<file path="src/rtl/vga_pkg.sv">
// Shared timing defaults, widths and types for the 640x480@60 VGA timing generator.
package vga_pkg;

  localparam int DEF_H_VIS  = 640;
  localparam int DEF_H_FP   = 16;
  localparam int DEF_H_SYNC = 96;
  localparam int DEF_H_BP   = 48;
  localparam int DEF_V_VIS  = 480;
  localparam int DEF_V_FP   = 10;
  localparam int DEF_V_SYNC = 2;
  localparam int DEF_V_BP   = 33;

  localparam int DEF_H_TOT = DEF_H_VIS + DEF_H_FP + DEF_H_SYNC + DEF_H_BP;
  localparam int DEF_V_TOT = DEF_V_VIS + DEF_V_FP + DEF_V_SYNC + DEF_V_BP;

  localparam int DEF_PIX_W = 12;
  localparam int CNT_W     = 10;

  typedef logic [DEF_PIX_W-1:0] pix_t;
  typedef logic [CNT_W-1:0]     cnt_t;

  typedef struct packed {
    logic hsync;
    logic vsync;
    logic active;
    logic enable;
  } vga_ctrl_t;

  localparam int CTRL_W = $bits(vga_ctrl_t);

  localparam vga_ctrl_t CTRL_IDLE = '{hsync: 1'b1, vsync: 1'b1, active: 1'b0, enable: 1'b0};

  // Unsigned wrap-around makes "val in [start, start+len)" a single compare.
  function automatic logic in_span(cnt_t val, cnt_t start, cnt_t len);
    cnt_t rel;
    rel = val - start;
    return rel < len;
  endfunction

endpackage

</file>
<file path="src/rtl/vga_delay_line.sv">
// Fixed-depth shift register that re-aligns sync/blank/window flags with frame-buffer read data.
module vga_delay_line
  import vga_pkg::*;
#(
  parameter int DEPTH = 1
) (
  input  logic              clk,
  input  logic              rst_n,
  input  logic [CTRL_W-1:0] din,
  output logic [CTRL_W-1:0] dout
);

  vga_ctrl_t stage [DEPTH];

  // Reset fills the line with idle levels so no stray sync pulse or pixel leaves after reset.
  always_ff @(posedge clk or negedge rst_n) begin
    if (!rst_n) begin
      for (int i = 0; i < DEPTH; i++) begin
        stage[i] <= CTRL_IDLE;
      end
    end else begin
      stage[0] <= vga_ctrl_t'(din);
      for (int i = 1; i < DEPTH; i++) begin
        stage[i] <= stage[i-1];
      end
    end
  end

  assign dout = stage[DEPTH-1];

endmodule

</file>
<file path="src/rtl/vga_timing_gen.sv">
// VGA raster timing, frame-buffer window strobe and pixel/sync output alignment.
module vga_timing_gen
  import vga_pkg::*;
#(
  parameter int H_VIS  = DEF_H_VIS,
  parameter int H_FP   = DEF_H_FP,
  parameter int H_SYNC = DEF_H_SYNC,
  parameter int H_BP   = DEF_H_BP,
  parameter int V_VIS  = DEF_V_VIS,
  parameter int V_FP   = DEF_V_FP,
  parameter int V_SYNC = DEF_V_SYNC,
  parameter int V_BP   = DEF_V_BP,
  parameter int WIN_X  = 0,
  parameter int WIN_Y  = 0,
  parameter int WIN_W  = 160,
  parameter int WIN_H  = 120,
  parameter int RD_LAT = 1,
  parameter int PIX_W  = DEF_PIX_W
) (
  input  logic             clk25,
  input  logic             rst,
  output logic             enable,
  output logic             vsync,
  output logic [CNT_W-1:0] hcount,
  output logic [CNT_W-1:0] vcount,
  output logic             frame_start,
  input  logic [PIX_W-1:0] pixel_in,
  output logic             vga_hsync,
  output logic             vga_vsync,
  output logic [PIX_W-1:0] vga_rgb
);

  localparam int H_TOT = H_VIS + H_FP + H_SYNC + H_BP;
  localparam int V_TOT = V_VIS + V_FP + V_SYNC + V_BP;

  localparam cnt_t H_LAST   = cnt_t'(H_TOT - 1);
  localparam cnt_t V_LAST   = cnt_t'(V_TOT - 1);
  localparam cnt_t HS_START = cnt_t'(H_VIS + H_FP);
  localparam cnt_t HS_LEN   = cnt_t'(H_SYNC);
  localparam cnt_t VS_START = cnt_t'(V_VIS + V_FP);
  localparam cnt_t VS_LEN   = cnt_t'(V_SYNC);
  localparam cnt_t H_VIS_C  = cnt_t'(H_VIS);
  localparam cnt_t V_VIS_C  = cnt_t'(V_VIS);
  localparam cnt_t WX_C     = cnt_t'(WIN_X);
  localparam cnt_t WY_C     = cnt_t'(WIN_Y);
  localparam cnt_t WW_C     = cnt_t'(WIN_W);
  localparam cnt_t WH_C     = cnt_t'(WIN_H);

  if ((WIN_X + WIN_W > H_VIS) || (WIN_Y + WIN_H > V_VIS)) begin : g_window_check
    $error("vga_timing_gen: frame-buffer window extends past the visible area");
  end
  if ((RD_LAT < 1) || (RD_LAT > 4)) begin : g_latency_check
    $error("vga_timing_gen: RD_LAT must be in 1..4");
  end
  if ((H_TOT > (1 << CNT_W)) || (V_TOT > (1 << CNT_W))) begin : g_counter_check
    $error("vga_timing_gen: line or frame total does not fit the raster counters");
  end

  cnt_t      h_cnt;
  cnt_t      v_cnt;
  logic      h_wrap;
  vga_ctrl_t ctrl_next;
  vga_ctrl_t ctrl_s0;
  vga_ctrl_t ctrl_dly;
  logic      frame_next;

  assign h_wrap = (h_cnt == H_LAST);

  // v_cnt only moves on a line wrap, so the last line of the frame wraps both counters together.
  always_ff @(posedge clk25 or negedge rst) begin
    if (!rst) begin
      h_cnt <= '0;
      v_cnt <= '0;
    end else if (h_wrap) begin
      h_cnt <= '0;
      v_cnt <= (v_cnt == V_LAST) ? '0 : v_cnt + cnt_t'(1);
    end else begin
      h_cnt <= h_cnt + cnt_t'(1);
    end
  end

  always_comb begin
    ctrl_next        = CTRL_IDLE;
    ctrl_next.hsync  = !in_span(h_cnt, HS_START, HS_LEN);
    ctrl_next.vsync  = !in_span(v_cnt, VS_START, VS_LEN);
    ctrl_next.active = (h_cnt < H_VIS_C) && (v_cnt < V_VIS_C);
    ctrl_next.enable = in_span(h_cnt, WX_C, WW_C) && in_span(v_cnt, WY_C, WH_C);
  end

  assign frame_next = (h_cnt == '0) && (v_cnt == '0);

  always_ff @(posedge clk25 or negedge rst) begin
    if (!rst) begin
      hcount      <= '0;
      vcount      <= '0;
      frame_start <= 1'b0;
      ctrl_s0     <= CTRL_IDLE;
    end else begin
      hcount      <= h_cnt;
      vcount      <= v_cnt;
      frame_start <= frame_next;
      ctrl_s0     <= ctrl_next;
    end
  end

  assign enable = ctrl_s0.enable;
  assign vsync  = ctrl_s0.vsync;

  vga_delay_line #(
    .DEPTH (RD_LAT)
  ) u_delay (
    .clk   (clk25),
    .rst_n (rst),
    .din   (ctrl_s0),
    .dout  (ctrl_dly)
  );

  // Gating with active as well as enable keeps the DAC dark in blanking even for a misplaced window.
  always_ff @(posedge clk25 or negedge rst) begin
    if (!rst) begin
      vga_rgb   <= '0;
      vga_hsync <= 1'b1;
      vga_vsync <= 1'b1;
    end else begin
      vga_rgb   <= (ctrl_dly.enable && ctrl_dly.active) ? pixel_in : '0;
      vga_hsync <= ctrl_dly.hsync;
      vga_vsync <= ctrl_dly.vsync;
    end
  end

endmodule

</file>
<file path="config.mk">
export PLATFORM = sky130hd
export DESIGN_NAME = vga_timing_gen
export DESIGN_NICKNAME = d
export VERILOG_FILES = /design/src/rtl/vga_pkg.sv /design/src/rtl/vga_delay_line.sv /design/src/rtl/vga_timing_gen.sv
export SDC_FILE = /design/constraint.sdc
export NUM_CORES = 1
export LEC_CHECK = 0
export BUFFER_PORTS_ARGS = -buffer_cell sky130_fd_sc_hd__buf_2
export CORE_ASPECT_RATIO = 0.9
export CORE_MARGIN = 4
export CORE_UTILIZATION = 50
export DETAILED_ROUTE_END_ITERATION = 10
export PLACE_DENSITY_LB_ADDON = 0.12
export SYNTH_ARGS = -nofsm -noshare
export SYNTH_HDL_FRONTEND = slang
export SYNTH_SLANG_ARGS = --single-unit
</file>
<file path="constraint.sdc">
create_clock -name clk25 -period 4.87 [get_ports clk25]
set_clock_uncertainty 0.15 [all_clocks]
set_input_delay 0.2435 -clock clk25 [delete_from_list [all_inputs] [get_ports clk25]]
set_output_delay 0.2435 -clock clk25 [all_outputs]
set_load 0.005 [all_outputs]
</file>
# == Word-level counts from Yosys, hierarchy flattened ==
# Cells that the tools add are included.
# word_totals
reg_bits,63
input_bits,14
word_cells,39
output_inout_bits,37
# op_classes
eq_ne,2
n_mux,3
n_addsub,4
magnitude_cmp,6
n_reduce_logical,8
# ops
operator,n
$add 10x1->10 const B,2
$eq 10x10->1 const B,2
$logic_not 10->1,2
$lt 10x7->1 const B,2
$mux 10,2
$mux 12,1
$lt 10x10->1 const B,1
$lt 10x2->1 const B,1
$lt 10x8->1 const B,1
$lt 10x9->1 const B,1
$sub 10x10->10 const B,1
$sub 10x9->10 const B,1
$logic_and 1x1->1,4
$logic_not 1->1,2

# == Longest topological paths before layout ==
# depth
word_depth,3
ltp_mapped,7
mapped_depth_nobuf,6

# == By module ==
# From an unflattened synthesis, not the netlist that was laid out.
# hier_totals
hier_cells,196
hier_area_um2,2433.6
# by_module_without_submodules
module,instances,seq_area_each_um2,cells_per_inst,area_per_inst_um2
vga_timing_gen,1,1481.4,192,2331.0
vga_delay_line,1,102.6,4,102.6

# == Worst setup path after synthesis ==
# Ideal clock, no wire load.
# synth_path
kind,reg-to-reg
start,reg h_cnt[5]
end,reg v_cnt[7]
setup_ps,79
synth_period_minus_slack_ps,2013
setup_slack_ps,2857
arrival_time_ps,1784
path_stages_with_launch,8
required_time_ps,4641
n_path_buf,1
path_cell_list,dfrtp_1 inv_1 ha_1 nand3_2 or4_4 buf_6 nor4_4 xor2_1
# synth_via
elab_chain_cells,1
# synth_lines
item,line,rtl
start: declaration,vga_timing_gen.sv:59,cnt_t h_cnt;
start signal: assignment,vga_timing_gen.sv:78,h_cnt <= h_cnt + cnt_t'(1);
$eq 10x10->1,vga_timing_gen.sv:67,assign h_wrap = (h_cnt == H_LAST);
end signal: assignment,vga_timing_gen.sv:76,v_cnt <= (v_cnt == V_LAST) ? '0 : v_cnt + cnt_t'(1);
end: declaration,vga_timing_gen.sv:60,cnt_t v_cnt;
# No other way between the ends.
# A chain may end at the register's enable or synchronous reset.

# == Worst setup path in the final report ==
# Ends and elaborated chain as after synthesis.

==> key figures <==
Outcome
  • Outcome: complete, no violations

Synth
  • Synthesized flop and latch total: 63
  • Mapped Area: 0.002434 mm2
  • Unique masters post-synth: 38
  • Syn. warnings: 0
  • Cells after synthesis: 196
  • Syn nets: 220
  • Register area share after synthesis: 0.6509
  • Syn Area/Cell: 12.42 um2

Power and ir drop
  • NetSw: 0.2075 mW
  • Comb power frac: 0.031
  • Internal power: 0.8310 mW
  • Sw Share: 0.1998
  • Clock Power Share: 0.459
  • Reg power frac: 0.510
  • Leakage power: 1.540 nW
  • Pwr Density: 339.1 mW/mm2
  • Worst IR Drop VDD: 0.2124 mV

Finish
  • Post-Layout Inst Area: 0.003063 mm2
  • Area delta synth->final: 25.86%
  • Most common cell after layout, fill and taps aside: dfrtp_1
  • Final Util: 0.6694
  • Most frequent cells in the layout: dfrtp_1, buf_2, nand2_1, and3_1
  • N_diodes: 0
  • Nets: 287
  • Share of cells above drive strength 1: 0.3022

CTS
  • Root Driver: clkbuf_8
  • H-tree Lvls: 3
  • Worst-path clk slew: 0.07 ns
  • Cts bufs inserted: 9
  • Clk buf depth: 2
  • Clock sink total: 63
  • Clock Latency Late Sink: 0.33 ns
  • CTS tree: yes
  • Post CTS Setup Buffer Count: 0

Detailed routing
  • Avg WL per Cell: 13.95 um
  • Initial DRC count: 63
  • Routed Antenna Nets: 0
  • Aggregate routed wire length: 4.602 mm
  • Vias after detailed routing: 1,662
  • DRT Pass-1 Iters: 5
  • DRC Markers: 0
  • Routed vias/inst: 5.036

Worst setup path
  • Startpoint types: flop
  • CP required: 4.98 ns
  • Arrival @ worst endpoint: 2.20 ns
  • CP endpoint kind: flop
  • Worst-path fanout max: 7
  • Reg2Reg Setup Slack: 2.78 ns
  • Setup Crit Path Kind: reg2reg
  • Worst reg2reg endpoint: v_cnt[7]
  • Reg2reg start: h_cnt[5]
  • Worst Reg-to-Reg Cells: 6

Placed design
  • Gp weighted congestion: 0.8336
  • Hpwl dp: 2.976 mm
  • Port bufs: 50
  • Cell Area, Placed: 0.002730 mm2

Global route
  • Largest net degree at the start of global routing: 64
  • Vias in the first global route: 1,703
  • Antenna violations before repair: 0
  • First-pass GRT wire length: 7.969 mm
  • Gr usage total: 0.1778
  • Remaining global-route overflow: 0

STA
  • Fin crit share: 0.4293
  • RSZ-0062 raised after global routing: false
  • Slew @ Worst Pin: 0.7475 ns
  • Fmax: 478.4 MHz
  • Max Slew Vio Count: 0
  • Rel. slew slack: 0.5017
  • Final setup viols: 0
  • Setup TNS: 0 ns
  • Final Hold Vio Count: 0
  • Fin crit period: 2.090 ns

Hold path
  • Hold path cells: 2
  • Hold path endpoint: vga_rgb[6]
  • Hold Crit Class: in2reg
  • Min-delay src: pixel_in[6]

Floorplan
  • Starting Density: 0.5319
  • Ports: 51
  • Rows: 23
  • Die area: 0.006049 mm2
  • Die width: 81.54 um
  • Core Area: 0.004576 mm2
  • Die H: 74.19 um

Flow run
  • Max-cap violation count: 0
critical path, cell delays in order, from the launching register on:
cell     delay (ns)
dfrtp_1        0.43
inv_1          0.15
ha_1           0.18
nand3_2        0.08
or4_4          0.55
nor4_4         0.29
xor2_1         0.17
synth_stat cells:
cell type	n	area (um2)
or2_2	1	6.260
nor4bb_1	1	10.01
or4_2	1	8.760
dfrtp_1	57	1426
mux2_2	2	22.52
o21ai_0	8	40.04
a31oi_1	2	12.51
xnor2_1	3	26.28
o22ai_1	1	6.260
or4_1	1	7.510
xor2_1	5	43.79
clkbuf_1	5	18.77
nand3_2	2	20.02
inv_1	9	33.78
and3_1	15	93.84
buf_6	2	22.52
a21o_1	1	7.510
ha_1	10	125.1
o31ai_1	1	7.510
nand2_1	15	56.30
and4_1	1	8.760
buf_2	1	5.000
nor4_4	1	21.27
nand4_1	4	25.02
o311ai_0	1	8.760
nor2_1	12	45.04
or3_1	1	6.260
a21boi_0	1	7.510
nor4_1	2	12.51
nor3_1	7	35.03
nand3_1	7	35.03
o41ai_1	1	8.760
nor4b_1	1	8.760
o211a_1	1	10.01
and2_1	1	6.260
a21oi_1	5	25.02
or4_4	1	11.26
dfstp_2	6	157.7
sequential cells by signal, summed over array words and instances, names as in the netlist:
register      cells
h_cnt            10
vcount           10
vga_vsync         1
ctrl_s0           2
hcount           10
vsync             1
enable            1
frame_start       1
v_cnt            10
u_delay.dout      4
vga_rgb          12
vga_hsync         1
timing repair:
item,4_1_cts,5_1_grt
hold endpoints to repair,68,0
gates resized for setup,0,0
hold buffers,12,0
stage by stage:
| stage | setup slack, ns | power [mW] | cells | hold slack (ns) |
|---|---|---|---|---|
| after global placement | 2.862 | 0.5639 | 302 | 0.1869 |
| after CTS | 2.769 | 1.058 | 330 | 0.004689 |
| after floorplan | 2.857 | 0.5438 | 196 | -0.2021 |
| after detailed placement | 2.786 | 0.5642 | 302 | 0.1975 |
| after global routing | 2.651 | 1.084 | 330 | 0.003996 |
| final | 2.780 | 1.039 | 330 | 0.02858 |
area by class of cell:
type	instances	area, um2
Clock buffer	10	127.6
Tap cell	62	77.57
Timing Repair Buffer	64	385.4
Multi-Input combinational cell	116	769.5
Sequential cell	63	1584
Inverter	9	33.78
Fill cell	348	1513
Clock inverter	6	85.08
cell families after synthesis:
group / share of synthesized area
AOI/OAI and AO/OA: 0.05502
xor gates and xnor gates: 0.02879
adders and majority gates: 0.05141
buffers and inverters: 0.03290
DFF: 0.6509
muxes: 0.009254
and+or+nand+nor: 0.1717
per-layer routing:
layer,vias up,GRT usage,part of all wire
li1,809,-,-
met1,796,0.2287,0.47
met2,53,0.2749,0.45
met3,4,0.07143,0.067
met4,0,0.06191,0.0078
met5,-,0,0
how the worst max path moves through the flow:
stage | from | to | slack, ns | depth (start not counted)
final | h_cnt[5] | v_cnt[7] | 2.78 | 6
after global routing | h_cnt[5] | v_cnt[7] | 2.65 | 6
after CTS | h_cnt[5] | v_cnt[7] | 2.77 | 6
after detailed placement | h_cnt[5] | v_cnt[7] | 2.79 | 6
after global placement | h_cnt[5] | v_cnt[7] | 2.86 | 6
after floorplan | h_cnt[5] | v_cnt[7] | 2.86 | 7
power by group through the flow:
stage / Combinational (mW) / Sequential [mW] / Clock (mW)
after floorplan: 0.00349 / 0.540 / 0
after global placement: 0.0250 / 0.539 / 0
after detailed placement: 0.0251 / 0.539 / 0
after CTS: 0.0326 / 0.529 / 0.496
after global routing: 0.0368 / 0.529 / 0.518
final: 0.0320 / 0.530 / 0.477
Note: power is estimated with default switching activity, not from simulation.
